<file path="config.mk">
export PLATFORM = sky130hd
export DESIGN_NAME = mem_stage_ctrl
export DESIGN_NICKNAME = d
export VERILOG_FILES = /design/src/rtl/mem_stage_ctrl_pkg.sv /design/src/rtl/mem_stage_ctrl_align.sv /design/src/rtl/mem_stage_ctrl.sv
export SDC_FILE = /design/constraint.sdc
export NUM_CORES = 1
export LEC_CHECK = 0
export ABC_AREA = 1
export ABC_CLOCK_PERIOD_IN_PS = 3000
export CAP_MARGIN = 20
export CELL_PAD_IN_SITES_DETAIL_PLACEMENT = 2
export CELL_PAD_IN_SITES_GLOBAL_PLACEMENT = 2
export CORE_ASPECT_RATIO = 1.75
export CORE_MARGIN = 1
export CORE_UTILIZATION = 34
export CTS_CLUSTER_SIZE = 20
export DETAILED_ROUTE_END_ITERATION = 10
export DONT_BUFFER_PORTS = 1
export PLACE_DENSITY_LB_ADDON = 0.1
export SYNTH_ARGS = -nofsm -noshare
export SYNTH_HDL_FRONTEND = slang
export SYNTH_SLANG_ARGS = --single-unit
</file>
<file path="constraint.sdc">
create_clock -name clk -period 3 [get_ports clk]
set_input_delay 0.3 -clock clk [delete_from_list [all_inputs] [get_ports clk]]
set_output_delay 0.3 -clock clk [all_outputs]
set_load 0.05 [all_outputs]
</file>
<file path="src/rtl/mem_stage_ctrl_pkg.sv">
// mem_stage_ctrl_pkg: shared Funct3 encodings, counter width and FSM states for the M-stage memory bridge
package mem_stage_ctrl_pkg;
  localparam int CNT_W = 8;
  localparam logic [2:0] F3_B  = 3'b000;
  localparam logic [2:0] F3_H  = 3'b001;
  localparam logic [2:0] F3_W  = 3'b010;
  localparam logic [2:0] F3_BU = 3'b100;
  localparam logic [2:0] F3_HU = 3'b101;
  typedef enum logic [1:0] {IDLE, BUSY, DONE} state_t;
endpackage

</file>
<file path="src/rtl/mem_stage_ctrl_align.sv">
// mem_align: load extract/extend, store lane replication/byte enables, access legality
module mem_align
  import mem_stage_ctrl_pkg::*;
(
  input  logic        i_load,
  input  logic        i_store,
  input  logic [2:0]  i_funct3,
  input  logic [1:0]  i_lane,
  input  logic [31:0] i_wdata,
  input  logic [31:0] i_rdata,
  output logic [31:0] o_rdata,
  output logic [31:0] o_wdata,
  output logic [3:0]  o_be,
  output logic        o_legal
);
  logic [31:0] w_shift;
  logic [7:0]  w_byte;
  logic [15:0] w_half;
  logic [1:0]  w_size;
  logic        w_f3_ok;
  logic        w_aligned;
  // formatting and legality are pure functions of size, lane and raw data
  always_comb begin
    w_shift   = i_rdata >> {i_lane, 3'b000};
    w_byte    = w_shift[7:0];
    w_half    = i_lane[1] ? i_rdata[31:16] : i_rdata[15:0];
    w_size    = i_funct3[1:0];
    o_rdata   = (i_funct3 == F3_B)  ? {{24{w_byte[7]}}, w_byte} :
                (i_funct3 == F3_BU) ? {24'b0, w_byte} :
                (i_funct3 == F3_H)  ? {{16{w_half[15]}}, w_half} :
                (i_funct3 == F3_HU) ? {16'b0, w_half} : i_rdata;
    o_wdata   = (w_size == 2'b00) ? {4{i_wdata[7:0]}} :
                (w_size == 2'b01) ? {2{i_wdata[15:0]}} : i_wdata;
    o_be      = (w_size == 2'b00) ? 4'b0001 << i_lane :
                (w_size == 2'b01) ? 4'b0011 << i_lane : 4'b1111;
    w_f3_ok   = i_load ? (i_funct3 inside {F3_B, F3_H, F3_W, F3_BU, F3_HU}) : (i_funct3 <= F3_W);
    w_aligned = (w_size == 2'b10) ? (i_lane == 2'b00) :
                (w_size == 2'b01) ? !i_lane[0] : 1'b1;
    o_legal   = (i_load | i_store) & w_f3_ok & w_aligned;
  end
endmodule

</file>
<file path="src/rtl/mem_stage_ctrl.sv">
// mem_stage_ctrl: M-stage bridge between the pipeline and a variable-latency req/ack data memory
module mem_stage_ctrl
  import mem_stage_ctrl_pkg::*;
#(
  parameter int TIMEOUT_CYC = 255
) (
  input  logic        clk,
  input  logic        reset,
  input  logic        MemReadM,
  input  logic        MemWriteM,
  input  logic [2:0]  Funct3M,
  input  logic [31:0] ALUResultM,
  input  logic [31:0] WriteDataM,
  output logic [31:0] ReadDataM,
  output logic        StallM,
  output logic        FaultM,
  output logic        mem_req,
  output logic        mem_we,
  output logic [31:0] mem_addr,
  output logic [31:0] mem_wdata,
  output logic [3:0]  mem_be,
  input  logic        mem_ack,
  input  logic [31:0] mem_rdata
);
  if (TIMEOUT_CYC < 1 || TIMEOUT_CYC > (1 << CNT_W) - 1) begin : g_bad_timeout
    $error("TIMEOUT_CYC must fit the busy counter");
  end
  state_t r_state, w_next;
  logic [CNT_W-1:0] r_cnt;
  logic [2:0]  r_funct3;
  logic [1:0]  r_lane;
  logic [31:0] r_rdata;
  logic [31:0] w_rdata, w_wdata;
  logic [3:0]  w_be;
  logic        w_legal, w_access, w_timeout;
  logic [2:0]  w_funct3;
  logic [1:0]  w_lane;
  // fields come from the live inputs while idle and from the latched copy while the access is in flight
  always_comb begin
    w_access  = MemReadM | MemWriteM;
    w_funct3  = (r_state == IDLE) ? Funct3M : r_funct3;
    w_lane    = (r_state == IDLE) ? ALUResultM[1:0] : r_lane;
    w_timeout = (r_state == BUSY) && !mem_ack && (r_cnt == CNT_W'(TIMEOUT_CYC - 1));
  end
  mem_align u_align (
    .i_load  (MemReadM),
    .i_store (MemWriteM),
    .i_funct3(w_funct3),
    .i_lane  (w_lane),
    .i_wdata (WriteDataM),
    .i_rdata (mem_rdata),
    .o_rdata (w_rdata),
    .o_wdata (w_wdata),
    .o_be    (w_be),
    .o_legal (w_legal)
  );
  // state register
  always_ff @(posedge clk or negedge reset) begin
    if (!reset) r_state <= IDLE;
    else        r_state <= w_next;
  end
  // next state: ack beats a simultaneous timeout since both lead to DONE and the fault is gated by !mem_ack
  always_comb begin
    w_next = (r_state == IDLE) ? ((w_access && w_legal) ? BUSY : IDLE) :
             (r_state == BUSY) ? ((mem_ack || w_timeout) ? DONE : BUSY) : IDLE;
  end
  // pipeline-facing outputs, forced quiet while reset is held
  always_comb begin
    StallM    = reset && (((r_state == IDLE) && w_access && w_legal) || (r_state == BUSY));
    FaultM    = reset && (((r_state == IDLE) && w_access && !w_legal) || w_timeout);
    ReadDataM = (r_state == DONE) ? r_rdata : '0;
  end
  // bus request registers, busy counter and captured load data
  always_ff @(posedge clk or negedge reset) begin
    if (!reset) begin
      mem_req   <= 1'b0;
      mem_we    <= 1'b0;
      mem_addr  <= '0;
      mem_wdata <= '0;
      mem_be    <= '0;
      r_cnt     <= '0;
      r_funct3  <= '0;
      r_lane    <= '0;
      r_rdata   <= '0;
    end else begin
      if (r_state == IDLE && w_next == BUSY) begin
        mem_req   <= 1'b1;
        mem_we    <= MemWriteM;
        mem_addr  <= {ALUResultM[31:2], 2'b00};
        mem_wdata <= MemWriteM ? w_wdata : '0;
        mem_be    <= w_be;
        r_funct3  <= Funct3M;
        r_lane    <= ALUResultM[1:0];
        r_cnt     <= '0;
      end
      if (r_state == BUSY) begin
        r_cnt <= r_cnt + 1'b1;
        if (mem_ack || w_timeout) begin
          mem_req <= 1'b0;
          r_rdata <= (mem_ack && !mem_we) ? w_rdata : '0;
          r_cnt   <= '0;
        end
      end
    end
  end
endmodule
</file>
==> results.json <==
{
  "post_drt_wl_per_cell_um": 20.6,
  "post-synth-top-area-fraction_pct": 45.9,
  "hold_path.class": "input port to flop",
  "multi_input_area_sq_mm": 0.00287,
  "cts.repair.resized": 0,
  "cp_data_required_time_ns": 2.70,
  "drv_slew": 0,
  "dp_slack_ns": 0.412,
  "ys.warnings.count": 0,
  "cp-start-kind": "flop",
  "grt_pass1_wl_mm": 38.2,
  "drt_iter0_drc": 173,
  "row_count": 65,
  "pwr-share-seq_pct": 41.4,
  "path_max_fanout": 13,
  "run_status": "completed",
  "ys.flop_type": "dfrtp_1",
  "antenna_found_initial": 1,
  "relSlewSlack_pct": 31.9,
  "avgSynthCellArea_sq_um": 7.08,
  "worst_path_max_delay_cell": "dfrtp_1",
  "rsz0062_at_grt": "no",
  "numClockSinks": 115,
  "timing.final.crit_share_pct": 91.8,
  "grt_max_degree": 116,
  "grt_use_total_pct": 26.6,
  "synth_most_common_cell": "nand2_1",
  "coreArea_sq_mm": 0.0181,
  "die_h_um": 182,
  "switchingPower_mw": 5.06,
  "wirelength_mm": 24.4,
  "ctsLongestPathBuffers": 2,
  "synth-seq-cells": 115,
  "tritoncts": "built",
  "synth_common_cells": "nand2_1, dfrtp_1, nand3_1, inv_1, nor2_1",
  "dieArea_sq_mm": 0.0190,
  "fin_nets": 1048,
  "timing.max_cap.violations": 0,
  "io_pins": 208,
  "clkLatencyLatePin_ns": 0.43,
  "tns_ns": 0,
  "cp_common_cell": "nand2_2",
  "n_fill_cell": 2148,
  "netlist_top_cells_area": "dfrtp_1, nand2_1, nand3_1",
  "overflow": 0,
  "fin_worst_skew_ns": 0.00763,
  "end_kind": "primary output",
  "first_pass_iters": 4,
  "initial_core_util_pct": 34.7,
  "dieWidth_um": 105,
  "setup_viol": 0,
  "register_area_sq_mm": 0.00288,
  "clkPwrFrac_pct": 22.1,
  "clk_pin_slew_ns": 0.06,
  "crit_family": "simple AND/OR/NAND/NOR gates",
  "timing.final.ws_setup_ns": 0.247,
  "p_per_area_mw_per_mm2": 1260,
  "worstSetupPathType": "flop to primary output",
  "path_cells": "nor2_4 > nand2_1 > nand2_2 > ha_1 > nand3_1 > nand2_2 > nand3_4 > a21oi_1 > buf_4",
  "numCtsBuffers": 17,
  "htreeDepth": 4,
  "synth-edff-count": 0,
  "syn_inst": 885,
  "syn2layout_area_growth_pct": 21.6,
  "netlist_area_sq_mm": 0.00627,
  "min_period_ns": 2.75,
  "hold_viol": 0,
  "slowest_delay_ns": 0.47,
  "gp_congestion": 0.825,
  "swShare_pct": 52.9,
  "drc_errors": 0,
  "ir_worst_vdd_mv": 0.562,
  "drive_above_1_share_pct": 10.8,
  "ys_seq_area_share_pct": 45.9,
  "tightest_slew_ns": 1.02,
  "synth_top_area_cell": "dfrtp_1",
  "synth_cell_types": 29,
  "ys_async_sr_fraction_pct": 100,
  "hpwl_mm": 17.5,
  "antenna_left": 0,
  "p_comb_share_pct": 36.4,
  "fmax_mhz": 363,
  "via_per_inst": 5.17,
  "ctsRootBufferMaster": "clkbuf_16",
  "timing.critical_path.buf_inv": 1,
  "arrival_ns": 2.45,
  "portBuffers": 0,
  "grt_pass1_vias": 6916,
  "cellInternalPower_mw": 4.52,
  "power.leakage_nw": 3.98,
  "num_vias": 6125
}
==> cell usage in the layout, fill, tap and decap left out <==
master	synthesis	routed
nand2_1	416	416
dfrtp_1	115	115
nand3_1	82	82
inv_1	64	64
buf_4	5	50
nor2_1	43	43
dlygate4sd3_1	0	31
o21ai_0	30	30
o21ai_1	24	24
clkbuf_16	0	17
nand4_1	12	12
o211ai_1	9	9
ha_1	6	6
inv_2	5	5
xor2_1	5	5
clkinv_4	0	5
nand2_2	4	4
clkinvlp_4	0	4
a21oi_1	3	3
nand3b_1	3	3
bufinv_16	0	3
nand2_4	2	2
nor2_4	2	2
nor2_2	2	2
o22ai_1	2	2
or2_2	2	2
conb_1	1	2
inv_6	0	2
diode_2	0	1
a31oi_2	1	1
nand3_4	1	1
nand3_2	1	1
nor3_2	0	1
buf_16	0	1
==> repair_timing <==
item / in CTS / in global routing
setup endpoints to repair: 0 / 1
setup buffers: 0 / 3
hold buffers: 32 / 0
endpoints found under the hold margin: 147 / 0
==> area by class of cell <==
class,instances,share of cell area (%)
timing repair buffer,82,9.36
tap,234,3.84
clock inverter,14,2.38
inverter,69,3.40
antenna,1,0.0328
clock buffer,17,5.58
multi-input combinational,653,37.6
sequential,115,37.8
==> through the flow <==
| step | hold WS [ns] | area (sq um) | std cells | utilization, % | total power [mW] |
|---|---|---|---|---|---|
| 6_report | 0.0207 | 7620 | 1185 | 42.2 | 9.58 |
| 5_1_grt | 0.00412 | 7620 | 1185 | 42.2 | 10.2 |
| 3_3_place_gp | 0.00865 | 6650 | 1118 | 36.8 | 7.20 |
| 3_5_place_dp | 0.00761 | 6650 | 1118 | 36.8 | 7.42 |
| 2_1_floorplan | 0.00441 | 6270 | 886 | - | 6.39 |
| 4_1_cts | 0.00235 | 7590 | 1181 | 42.1 | 9.68 |
==> flip-flops by register name, indices dropped and copies added, names as in the netlist <==
signal	cells
mem_be	4
r_lane	2
mem_req	1
r_funct3	3
r_rdata	32
r_state	2
mem_addr	30
mem_we	1
r_cnt	8
mem_wdata	32
==> metal layers <==
layer | track usage (%) | routed length, um | vias to the layer above
li1 | - | - | 2857
met1 | 23.9 | 7960 | 3026
met2 | 51.1 | 13500 | 183
met3 | 8.54 | 1740 | 57
met4 | 15.2 | 1200 | 2
met5 | 0 | 18 | -
==> power by group through the flow <==
stage	logic [mW]	clock network, mW	registers, mW
floorplan	2.59	0	3.80
global placement	3.23	0	3.97
detailed placement	3.42	0	4.00
CTS	3.52	2.17	3.98
global route	3.95	2.23	4.04
finish	3.49	2.12	3.97
==> cells by family after synthesis <==
group / synth area share [%]
simple gates: 37.6
buf+inv: 8.45
flops: 45.9
compound gates: 6.03
fa+ha+maj: 1.20
xor+xnor: 0.699
other cells: 0.0598
==> path summary, 6_finish.rpt <==
kind | from | endpoint | slack, ns | cells after the start
min | MemWriteM | mem_wdata[29]$_DFFE_PN0P_ | 0.02 | 2
max in group asynchronous | reset | mem_wdata[6]$_DFFE_PN0P_ | 1.98 | 2
min in group asynchronous | reset | r_rdata[21]$_DFFE_PN0P_ | 0.44 | 2
max | r_state[1]$_DFF_PN0_ | StallM | 0.25 | 9
min reg2reg | r_rdata[9]$_DFFE_PN0P_ | r_rdata[9]$_DFFE_PN0P_ | 0.48 | 2
max reg2reg | r_state[1]$_DFF_PN0_ | r_rdata[8]$_DFFE_PN0P_ | 0.53 | 9
Note: power is estimated with default switching activity, not from simulation.
